$ cat src/rtl/wdt_ctrl_pkg.sv
// wdt_ctrl_pkg: shared states, register map and STATUS layout for the watchdog controller.
package wdt_ctrl_pkg;
   typedef enum logic [2:0] {IDLE = 3'd0, LOAD = 3'd1, RUN = 3'd2, KICK = 3'd3, STOP = 3'd4} state_t;
   localparam logic [1:0] A_CTRL = 2'd0, A_TOCNT = 2'd1, A_KICK = 2'd2, A_STATUS = 2'd3;
   localparam int ST_IRQ = 0, ST_RST_REQ = 1, ST_ERR = 2, ST_BUSY = 3, ST_STATE = 4, ST_STRIKE = 8;
endpackage

$ cat src/rtl/wdt_ctrl_if.sv
// wdt_ctrl_if: register bus between host and watchdog controller.
interface wdt_ctrl_if;
   logic        wr_en;
   logic        rd_en;
   logic [1:0]  addr;
   logic [31:0] wdata;
   logic [31:0] rdata;
   modport master (output wr_en, rd_en, addr, wdata, input rdata);
   modport slave  (input wr_en, rd_en, addr, wdata, output rdata);
endinterface

$ cat src/rtl/wdt_sync.sv
// wdt_sync: 2-flop synchronizer plus rising-edge detector for the asynchronous timeout pin.
module wdt_sync (
   input  logic clk,
   input  logic rst,
   input  logic d,
   output logic rise
);
   logic [2:0] sr;
   always_ff @(posedge clk)
      sr <= rst ? 3'b000 : {sr[1:0], d};
   assign rise = sr[1] & ~sr[2];
endmodule

$ cat src/rtl/wdt_ctrl.sv
// wdt_ctrl: register-driven watchdog enable/kick sequencer with timeout strike and reset request.
module wdt_ctrl
   import wdt_ctrl_pkg::*;
#(
   parameter int SETTLE    = 4,
   parameter int LIVE_HOLD = 4
) (
   input  logic        clk,
   input  logic        rst,
   wdt_ctrl_if.slave   bus,
   input  logic        wto_in,
   output logic        WDEN,
   output logic        WDLIVE,
   output logic [31:0] WTOCNT,
   output logic        irq,
   output logic        rst_req,
   output logic        busy
);
   state_t      state, state_n;
   logic [15:0] cnt;
   logic [1:0]  strike, strike_n;
   logic        err, wto_edge, run_like;
   logic        wr_ctrl, wr_tocnt, wr_kick, wr_status;
   logic        ctrl_on, ctrl_off, tocnt_ok, kick_ok, err_set;
   logic [31:0] status, rdata_q;

   wdt_sync u_sync (.clk(clk), .rst(rst), .d(wto_in), .rise(wto_edge));

   assign wr_ctrl   = bus.wr_en && bus.addr == A_CTRL;
   assign wr_tocnt  = bus.wr_en && bus.addr == A_TOCNT;
   assign wr_kick   = bus.wr_en && bus.addr == A_KICK;
   assign wr_status = bus.wr_en && bus.addr == A_STATUS;
   assign ctrl_on   = wr_ctrl && bus.wdata[0] && state == IDLE;
   assign ctrl_off  = wr_ctrl && !bus.wdata[0] && state == RUN;
   assign tocnt_ok  = wr_tocnt && state == IDLE;
   assign kick_ok   = wr_kick && state == RUN;
   assign err_set   = (wr_ctrl && !ctrl_on && !ctrl_off) || (wr_tocnt && !tocnt_ok) || (wr_kick && !kick_ok);
   assign run_like  = state == RUN || state == KICK;
   assign busy      = state == LOAD || state == KICK || state == STOP;

   always_ff @(posedge clk)
      if (rst) begin
         state <= IDLE;
         cnt   <= '0;
      end else begin
         state <= state_n;
         cnt   <= (state_n == state) ? cnt + 16'd1 : 16'd0;
      end

   always_comb begin
      state_n = state;
      unique case (state)
         IDLE: state_n = ctrl_on ? LOAD : IDLE;
         LOAD: state_n = (cnt == 16'(SETTLE - 1)) ? RUN : LOAD;
         RUN:  state_n = kick_ok ? KICK : ctrl_off ? STOP : RUN;
         KICK: state_n = (cnt == 16'(LIVE_HOLD - 1)) ? RUN : KICK;
         STOP: state_n = (cnt == 16'(SETTLE - 1)) ? IDLE : STOP;
         default: state_n = IDLE;
      endcase
   end

   // an accepted kick beats a simultaneous timeout edge
   assign strike_n = kick_ok ? 2'd0 : (wto_edge && run_like && strike != 2'd2) ? strike + 2'd1 : strike;

   always_comb begin
      status                      = '0;
      status[ST_IRQ]              = irq;
      status[ST_RST_REQ]          = rst_req;
      status[ST_ERR]              = err;
      status[ST_BUSY]             = busy;
      status[ST_STATE +: 3]       = state;
      status[ST_STRIKE +: 2]      = strike;
   end

   always_ff @(posedge clk)
      if (rst) begin
         WDEN    <= 1'b0;
         WDLIVE  <= 1'b0;
         WTOCNT  <= '0;
         irq     <= 1'b0;
         rst_req <= 1'b0;
         err     <= 1'b0;
         strike  <= 2'd0;
         rdata_q <= '0;
      end else begin
         WDEN    <= state_n == RUN || state_n == KICK;
         WDLIVE  <= state_n == KICK;
         if (tocnt_ok) WTOCNT <= bus.wdata;
         irq     <= (wto_edge && run_like) || (irq && !(wr_status && bus.wdata[0]));
         err     <= err_set || (err && !(wr_status && bus.wdata[2]));
         strike  <= strike_n;
         rst_req <= rst_req || strike_n == 2'd2;
         if (bus.rd_en)
            rdata_q <= bus.addr == A_CTRL ? {31'b0, WDEN} : bus.addr == A_TOCNT ? WTOCNT :
                       bus.addr == A_STATUS ? status : 32'd0;
      end

   assign bus.rdata = rdata_q;
endmodule

$ cat src/flat_wrapper.sv
// flat-port wrapper written by rule: the top's interface ports become plain ports
module wdt_ctrl_flat import wdt_ctrl_pkg::*;
#(
   parameter int SETTLE    = 4,
   parameter int LIVE_HOLD = 4
)
  (clk, rst, wto_in, WDEN, WDLIVE, WTOCNT, irq, rst_req, busy, bus_wr_en, bus_rd_en, bus_addr, bus_wdata, bus_rdata);
  wdt_ctrl_if bus_i ();
  input  logic clk;
  input  logic rst;
  input  logic wto_in;
  output logic WDEN;
  output logic WDLIVE;
  output logic [31:0] WTOCNT;
  output logic irq;
  output logic rst_req;
  output logic busy;
  input wire logic [$bits(bus_i.wr_en)-1:0] bus_wr_en;
  input wire logic [$bits(bus_i.rd_en)-1:0] bus_rd_en;
  input wire logic [$bits(bus_i.addr)-1:0] bus_addr;
  input wire logic [$bits(bus_i.wdata)-1:0] bus_wdata;
  output wire logic [$bits(bus_i.rdata)-1:0] bus_rdata;
  assign bus_i.wr_en = bus_wr_en;
  assign bus_i.rd_en = bus_rd_en;
  assign bus_i.addr = bus_addr;
  assign bus_i.wdata = bus_wdata;
  assign bus_rdata = bus_i.rdata;
  wdt_ctrl #(.SETTLE(SETTLE), .LIVE_HOLD(LIVE_HOLD)) u_core (.clk(clk), .rst(rst), .bus(bus_i), .wto_in(wto_in), .WDEN(WDEN), .WDLIVE(WDLIVE), .WTOCNT(WTOCNT), .irq(irq), .rst_req(rst_req), .busy(busy));
endmodule
$ cat config.mk
export PLATFORM = sky130hd
export DESIGN_NAME = wdt_ctrl_flat
export DESIGN_NICKNAME = d
export VERILOG_FILES = /design/src/rtl/wdt_ctrl_pkg.sv /design/src/rtl/wdt_ctrl_if.sv /design/src/rtl/wdt_sync.sv /design/src/rtl/wdt_ctrl.sv /design/src/flat_wrapper.sv
export SDC_FILE = /design/constraint.sdc
export NUM_CORES = 1
export LEC_CHECK = 0
export ABC_AREA = 0
export BUFFER_PORTS_ARGS = -buffer_cell sky130_fd_sc_hd__buf_2
export CAP_MARGIN = 20
export CELL_PAD_IN_SITES_DETAIL_PLACEMENT = 0
export CELL_PAD_IN_SITES_GLOBAL_PLACEMENT = 1
export CORE_ASPECT_RATIO = 0.7
export CORE_MARGIN = 10
export CORE_UTILIZATION = 41
export DETAILED_ROUTE_END_ITERATION = 6
export GPL_TIMING_DRIVEN = 0
export PLACE_DENSITY_LB_ADDON = 0.25
export SETUP_SLACK_MARGIN = 0.2
export SLEW_MARGIN = 20
export SYNTH_ARGS = -nofsm -noshare
export SYNTH_HDL_FRONTEND = slang
export SYNTH_SLANG_ARGS = --single-unit
$ cat constraint.sdc
create_clock -name clk -period 3.7 [get_ports clk]
set_input_delay 0.37 -clock clk [delete_from_list [all_inputs] [get_ports clk]]
set_output_delay 0.37 -clock clk [all_outputs]
set_load 0.005 [all_outputs]
Word-level counts from Yosys, hierarchy flattened
Cells that the tools add are included.
{"block": "op_classes", "n_reduce_logical": 39, "bitwise": 3, "eq_ne": 13, "n_addsub": 2, "muxes": 12}
{"operator": "2-to-1 mux 32 bit", "count": 2}
{"operator": "logical AND 1 bit", "count": 20}
{"operator": "adder 16 x 1 -> 16 bit (second input constant)", "count": 1}
{"operator": "== test 16 x 2 -> 1 bit (second input constant)", "count": 1}
{"operator": "case mux 3 bit (5 select lines)", "count": 1}
{"operator": "== test 3 x 2 -> 1 bit (second input constant)", "count": 4}
{"operator": "2-to-1 mux 10 bit", "count": 1}
{"operator": "logical OR 1 bit", "count": 9}
{"operator": "2-to-1 mux 3 bit", "count": 3}
{"operator": "logical NOT 1 bit", "count": 7}
{"operator": "== test 2 bit (second input constant)", "count": 3}
{"operator": "2-to-1 mux 2 bit", "count": 3}
{"operator": "== test 3 x 1 -> 1 bit (second input constant)", "count": 1}
{"operator": "== test 3 bit", "count": 1}
{"operator": "== test 3 bit (second input constant)", "count": 1}
{"operator": "logical NOT 3 bit", "count": 1}
{"operator": "adder 2 x 1 -> 2 bit (second input constant)", "count": 1}
{"operator": "== test 2 x 1 -> 1 bit (second input constant)", "count": 1}
{"operator": "logical NOT 2 bit", "count": 1}
{"operator": "2-to-1 mux 1 bit", "count": 2}
{"operator": "!= test 2 bit (second input constant)", "count": 1}
{"operator": "NOT 1 bit", "count": 2}
{"operator": "OR reduction 2 bit", "count": 1}
{"operator": "bitwise AND 1 bit", "count": 1}
{"block": "totals", "inputBits": 39, "register_bits": 93}

Logic depth before layout (Yosys ltp)
Gate-level depths: netlist of run 1.
{"block": "logic_depth", "word_depth": 10, "ltp_mapped": 7, "mapped_depth_nobuf": 5}

By module
From an unflattened synthesis of run 1, not the netlist that was laid out.
{"block": "hier_totals", "cells_unflattened": 451, "area_unflattened_um2": 3819.9}
{"mod": "wdt_ctrl", "area_per_inst_um2": 3732.3, "cells_each": 444, "instances": 1}
{"mod": "wdt_sync", "area_per_inst_um2": 87.6, "cells_each": 7, "instances": 1}

Worst setup path before layout of run 1
Ideal clock, no wire load.
{"block": "synth_timing", "kind": "reg-to-reg", "from": "register u_core.cnt[0]", "to": "register u_core.cnt[13]", "arrival_ns": 1.584, "stages_incl_launch_ff": 8, "n_path_buf": 2, "required_time_ns": 3.585, "setup_slack_ns": 2.001, "cell_sequence": "dfxtp_1 -> ha_1 -> buf_2 -> nor4b_4 -> nand4_2 -> o2111ai_4 -> buf_8 -> nor2_2"}
{"block": "synth_between", "elab_chain_len": 6, "word_cells_on_any_way": 9, "classes_between": "1 x add/sub; 2 x eq/ne; 4 x mux; 1 x bitwise; 1 x reduce/logical"}
{"element": "from (decl)", "line": "wdt_ctrl.sv:20", "rtl": "logic [15:0] cnt;"}
{"element": "from (signal assigned)", "line": "wdt_ctrl.sv:47", "rtl": "cnt <= (state_n == state) ? cnt + 16'd1 : 16'd0;"}
{"element": "== test 16 x 2 -> 1 bit", "line": "wdt_ctrl.sv:54, wdt_ctrl.sv:56, wdt_ctrl.sv:57"}
{"element": "2-to-1 mux 1 bit (tied with other cells)", "line": "wdt_ctrl.sv:56", "rtl": "KICK: state_n = (cnt == 16'(LIVE_HOLD - 1)) ? RUN : KICK;"}
{"element": "case mux 3 bit (5 select lines)", "line": "wdt_ctrl.sv:52", "rtl": "unique case (state)"}
{"element": "== test 3 bit", "line": "wdt_ctrl.sv:47"}
{"element": "NOT 1 bit (no line)"}
{"element": "OR reduction 2 bit (no line)"}
Several ways; a longest one is shown, not always the timed one.
A chain may end at the register's enable or synchronous reset.

Final worst setup path of run 1
{"block": "layout_timing", "from": "register u_core.cnt[0]", "to": "register u_core.cnt[9]"}
Same word-level chain as after synthesis.

==> impl_metrics.env, run 1 <==
export IMPL_run_status="complete, no violations"
export IMPL_post_cts_setup_buffer_count=0
export IMPL_cts_root_buf="clkbuf_16"
export IMPL_dp_hpwl_microns=7830
export IMPL_power_leakage_nw=2.01
export IMPL_dr_pass1_iters=4
export IMPL_syn_avg_cell_area_sq_um=8.78
export IMPL_synth_async_reset_ratio_pct=0
export IMPL_busiest_layer="met2"
export IMPL_slew_viol_final=0
export IMPL_grt_pass1_vias=3256
export IMPL_synth_cell_types=51
export IMPL_grt_ovfl_total=0
export IMPL_grt_usage_pct=15.2
export IMPL_worstMarginPinSlew_ns=0.737
export IMPL_ant_nets=0
export IMPL_grt_pass1_wl_microns=16600
export IMPL_crit_fanout=10
export IMPL_wl_per_cell_microns=15.5
export IMPL_dp_slack_ns=1.74
export IMPL_cts_tree="yes"
export IMPL_routed_wirelength_microns=10400
export IMPL_clk_pin_slew_ns=0.06
export IMPL_fin_nets=583
export IMPL_rsz0062_at_grt="no"
export IMPL_setup_viol=0
export IMPL_synth_seq_cells=93
export IMPL_die_h_microns=99.8
export IMPL_path_class="register to register"
export IMPL_seq_area_sq_um=1860
export IMPL_antenna_found_initial=0
export IMPL_rows=29
export IMPL_drv_cap=0
export IMPL_cp_start_kind="register"
export IMPL_grtUsageMet3_pct=6.39
export IMPL_synth_seq_area_share_pct=49.9
export IMPL_num_fill_cells=865
export IMPL_cpPeakStageDelay_ns=0.40
export IMPL_syn_nets=466
export IMPL_cts_sinks=93
export IMPL_clockBufferDepth=2
export IMPL_grt_use_met1_pct=19.4
export IMPL_ir_drop_mv=0.223
export IMPL_final_cell_mix="118 x buf_2, 93 x dfxtp_1, 72 x nand2_1, 49 x nor2_1, 43 x a21oi_1"
export IMPL_grt_start_max_net_pins=15
export IMPL_placed_area_sq_um=4420
export IMPL_vias=3323
export IMPL_cts_hold_buf=0
export IMPL_final_hold_violation_count=0
export IMPL_portBuffers=106
export IMPL_synth_ff_type="dfxtp_1"
export IMPL_critPathCaptureType="register"
export IMPL_drt_initial_drc_count=200
export IMPL_gp_congestion=0.828
export IMPL_cts_resized=0
export IMPL_htreeDepth=3
export IMPL_antennaDiodeCount=0
export IMPL_met2_usage_pct=23.1
export IMPL_tns_ns=0
export IMPL_initial_core_util_pct=41.7
export IMPL_route_detailed_drc=0
export IMPL_cts_buffers=9
export IMPL_final_setup_worst_slack_ns=1.74
export IMPL_pin_count=108
export IMPL_vias_per_cell=4.95
export IMPL_drive_gt1_share_pct=28.2
export IMPL_clkLatencyLatePin_ns=0.34
export IMPL_worstPathCellList="ha_1 > buf_2 > nor4b_4 > nand4_2 > o2111ai_4 > buf_8 > nor2_2"
export IMPL_holdCritPathClass="input port to register"
export IMPL_die_w_microns=134
export IMPL_fin_area_sq_um=4760
export IMPL_p_per_area_nw_per_um2=469
export IMPL_syn_instance_count=425
export IMPL_post_route_util_pct=53.1
export IMPL_synth_enable_flop_cells=0
export IMPL_min_period_over_period_pct=53.0
export IMPL_area_delta_synth_final_pct=27.5
export IMPL_multi_input_area_sq_um=1690
export IMPL_finalClockSkew_ns=0.00771
export IMPL_cp_required_ns=3.93
export IMPL_critical_path_arrival_ns=2.19
export IMPL_core_area_sq_um=8960
export IMPL_fin_crit_ns=1.96
export IMPL_yosys_warnings=0
export IMPL_cpMaxStageDelayCell="dfxtp_1"
export IMPL_die_area_sq_um=13400
export IMPL_netlist_area_sq_um=3730
export IMPL_path_delay_family="simple AND/OR/NAND/NOR gates"
export IMPL_final_common_cell="buf_2"
export IMPL_clock_fmax_mhz=510
export IMPL_path_buf_inv=2
export IMPL_relSlewSlack_pct=50.5
[cells in the mapped netlist, types with 2 or more instances]
master	instances	share of area, %
ha_1	2	0.67
a22oi_1	23	4.6
nor2_1	49	4.9
xnor2_1	6	1.4
nand4_1	8	1.3
a21oi_1	43	5.8
o21ai_0	3	0.40
buf_2	12	1.6
nor4_1	4	0.67
nand3_1	7	0.94
nor3_1	5	0.67
nor2_2	10	1.7
xor2_1	11	2.6
a211oi_1	4	0.80
inv_1	8	0.80
nand2b_1	2	0.34
dfxtp_1	93	50
nand2_1	72	7.2
nor2b_1	9	1.5
clkbuf_1	14	1.4
and4_1	2	0.47
and2_1	2	0.34
mux2i_1	8	2.1
[where the power goes]
group	leakage [nW]	switching, W	total (W)	internal (W)
combinational	1.09	0.0000914	0.000151	0.0000599
clock	0.167	0.000368	0.00105	0.000678
sequential	0.753	0.0000144	0.00104	0.00102
[cell families (layout without fill, tap and decap cells)]
group	after synthesis	after routing	share of synthesized area, %
fa+ha+maj	2	2	0.670
simple gates	183	183	23.8
flops	93	93	49.9
buf+inv	38	160	4.83
xor+xnor	17	17	3.99
compound gates	83	83	14.4
mux	9	9	2.45
[layer usage]
metal	part of all wire [%]	vias up	wire length, microns
met2	45	81	4630
met5	0	-	0
met4	0.79	0	82
met3	7.4	6	763
li1	-	1686	-
met1	47	1550	4900
[per-stage QoR]
stage	hold WS (ns)	cells	power (W)
floorplan	0.414	425	0.00114
global placement	0.425	655	0.00121
detailed placement	0.427	655	0.00121
CTS	0.234	671	0.00226
global route	0.273	671	0.00231
finish	0.243	671	0.00223
[sequential cells by signal, indices dropped and copies added (netlist names)]
name              flops
u_core.err            1
u_core.cnt           16
u_core.WTOCNT        32
u_core.irq            1
u_core.state          3
u_core.bus.rdata     32
u_core.WDLIVE         1
u_core.WDEN           1
u_core.rst_req        1
u_core.u_sync.sr      3
u_core.strike         2
[layout make-up]
cell class | count | share of cell area, %
timing repair buffer | 106 | 11.1
tap | 124 | 3.26
sequential | 93 | 39.1
multi-input combinational | 294 | 35.5
inverter | 8 | 0.631
clock inverter | 4 | 2.00
clock buffer | 12 | 5.18
buffer | 30 | 3.15
[worst paths after layout]
| check | from | endpoint | slack (ns) | cells after the start |
|---|---|---|---|---|
| worst min-delay path | wto_in | u_core.u_sync.sr[0] | 0.24 | 2 |
| worst min register to register | u_core.u_sync.sr[0] | u_core.u_sync.sr[1] | 0.44 | 1 |
| worst max-delay path | u_core.cnt[0] | u_core.cnt[9] | 1.74 | 7 |
| worst max register to register | u_core.cnt[0] | u_core.cnt[9] | 1.74 | 7 |
No activity file was read; power rests on OpenSTA's default activity.
==> run 2, diff against run 1 <==
CORE_UTILIZATION = 38   (was 41)
clock period = 1.82 ns   (was 3.7 ns; I/O delays follow)
==> impl_metrics.env, run 2 (synthesis gave the netlist of run 1 again) <==
export IMPL_fin_area_sq_um=4950
export IMPL_routed_wirelength_microns=10900
export IMPL_clk_pin_slew_ns=0.06
export IMPL_cp_required_ns=2.05
export IMPL_p_per_area_nw_per_um2=932
export IMPL_whs_endpoint="u_core.u_sync.sr[0]"
export IMPL_multi_input_area_sq_um=1720
export IMPL_grt_pass1_vias=3459
export IMPL_fin_nets=595
export IMPL_drt_initial_drc_count=209
export IMPL_worstMarginPinSlew_ns=0.626
export IMPL_die_w_microns=138
export IMPL_num_fill_cells=929
export IMPL_initial_core_util_pct=38.7
export IMPL_portBuffers=106
export IMPL_grt_start_max_net_pins=16
export IMPL_cts_root_buf="clkbuf_16"
export IMPL_placed_area_sq_um=4450
export IMPL_clkLatencyLatePin_ns=0.33
export IMPL_cts_tree="yes"
export IMPL_slew_viol_final=0
export IMPL_worstPathCellList="ha_4 > buf_6 > nor4b_4 > nand4_4 > o2111ai_4 > buf_6 > buf_16 > nor2_2"
export IMPL_fin_crit_ns=1.74
export IMPL_antennaDiodeCount=0
export IMPL_ir_drop_mv=0.427
export IMPL_hp_start="wto_in"
export IMPL_vias_per_cell=4.96
export IMPL_cpMaxStageDelayCell="dfxtp_4"
export IMPL_run_status="complete, no violations"
export IMPL_drv_cap=0
export IMPL_crit_top_cell="buf_6"
export IMPL_die_h_microns=103
export IMPL_drive_gt1_share_pct=31.3
export IMPL_rows=30
export IMPL_seq_area_sq_um=1870
export IMPL_die_area_sq_um=14300
export IMPL_final_common_cell="buf_2"
export IMPL_r2r_start="u_core.cnt[1]"
export IMPL_min_period_over_period_pct=95.5
export IMPL_core_area_sq_um=9650
export IMPL_vias=3406
export IMPL_route_detailed_drc=0
export IMPL_antenna_found_initial=0
export IMPL_ff2ff_path_depth=8
export IMPL_dp_hpwl_microns=8150
export IMPL_whs_path_depth=2
export IMPL_area_delta_synth_final_pct=32.6
export IMPL_relSlewSlack_pct=58.0
export IMPL_rsz0062_at_grt="yes"
export IMPL_cpPeakStageDelay_ns=0.35
export IMPL_power_leakage_nw=2.09
export IMPL_finalClockSkew_ns=0.00471
export IMPL_path_class="register to register"
export IMPL_cts_buffers=9
export IMPL_rr_endpoint="u_core.cnt[14]"
export IMPL_holdCritPathClass="input port to register"
export IMPL_grt_ovfl_total=0
export IMPL_post_route_util_pct=51.3
export IMPL_gp_congestion=0.840
export IMPL_crit_fanout=5
export IMPL_cts_sinks=93
export IMPL_critical_path_arrival_ns=1.97
export IMPL_pin_count=108
export IMPL_clock_fmax_mhz=575
export IMPL_setup_viol=0
export IMPL_ant_nets=0
export IMPL_cts_hold_buf=0
export IMPL_grt_pass1_wl_microns=17600
export IMPL_final_cell_mix="114 x buf_2, 91 x dfxtp_1, 72 x nand2_1, 49 x nor2_1, 43 x a21oi_1"
export IMPL_grt_usage_pct=15.2
export IMPL_cp_start_kind="register"
export IMPL_wl_per_cell_microns=15.9
export IMPL_critPathCaptureType="register"
export IMPL_layoutNonFillerInstCount=687
export IMPL_htreeDepth=3
export IMPL_placed_cells=659
export IMPL_dr_pass1_iters=4
export IMPL_clockBufferDepth=2
export IMPL_final_hold_violation_count=0
export IMPL_reg2reg_slack_ns=0.08
==> run 2: worst max path at each step <==
stage                        from             end  slack (ns)  depth (start not counted)
finish              u_core.cnt[1]  u_core.cnt[14]        0.08                          8
global route        u_core.cnt[1]  u_core.cnt[12]        0.03                          8
CTS                 u_core.cnt[1]  u_core.cnt[11]        0.13                          8
detailed placement  u_core.cnt[0]  u_core.cnt[12]       -0.05                          7
global placement    u_core.cnt[0]  u_core.cnt[14]       -0.02                          7
floorplan           u_core.cnt[0]  u_core.cnt[13]        0.21                          7
==> run 2: area by class of cell <==
cell class / instances / share of cell area, %
multi-input combinational: 294 / 34.8
timing repair buffer: 118 / 13.2
buffer: 30 / 3.39
sequential: 93 / 37.8
tap: 128 / 3.24
clock buffer: 11 / 4.90
inverter: 8 / 0.607
clock inverter: 5 / 2.17
==> run 2: timing repair <==
action / 4_1_cts / 5_1_grt
gates cloned: 1 / 0
gates resized for setup: 9 / 8
pin swaps: 8 / 3
setup endpoints to repair: 48 / 52
endpoints found under the hold margin: 0 / 0
buffers inserted: 10 / 1
==> run 2: per-stage QoR <==
stage                     setup slack [ns]  TNS [ns]  power, W  hold WS (ns)
after floorplan                      0.206         0   0.00233         0.310
after global placement             -0.0169    -0.143   0.00247         0.404
after detailed placement           -0.0527    -0.464   0.00247         0.409
after CTS                            0.130         0   0.00466        0.0580
after global routing                0.0340         0   0.00480        0.0652
final                               0.0814         0   0.00461        0.0630
==> run 2: metal layers <==
layer  wire length (microns)  track usage, %  part of all wire, %  up-vias
li1                        -               -                    -     1706
met1                    5180            18.9                   47     1600
met2                    4820            24.0                   44       86
met3                     815            6.35                  7.5       14
met4                     105            3.96                 0.96        0
met5                       0               0                    0        -
==> run 2: power breakdown <==
group	switching [W]	internal (W)	total, W
Combinational	0.000203	0.000157	0.000360
Sequential	0.0000295	0.00208	0.00211
Clock	0.000760	0.00138	0.00214
==> run 2: worst max-delay path, delay by kind of cell (launching register included) <==
kind	cells	cell delay, ns
buffers and inverters	3	0.36
AND/OR/NAND/NOR	3	0.49
adder cells (fa/ha/maj)	1	0.12
AO/OA/AOI/OAI	1	0.31
flip-flops	1	0.35
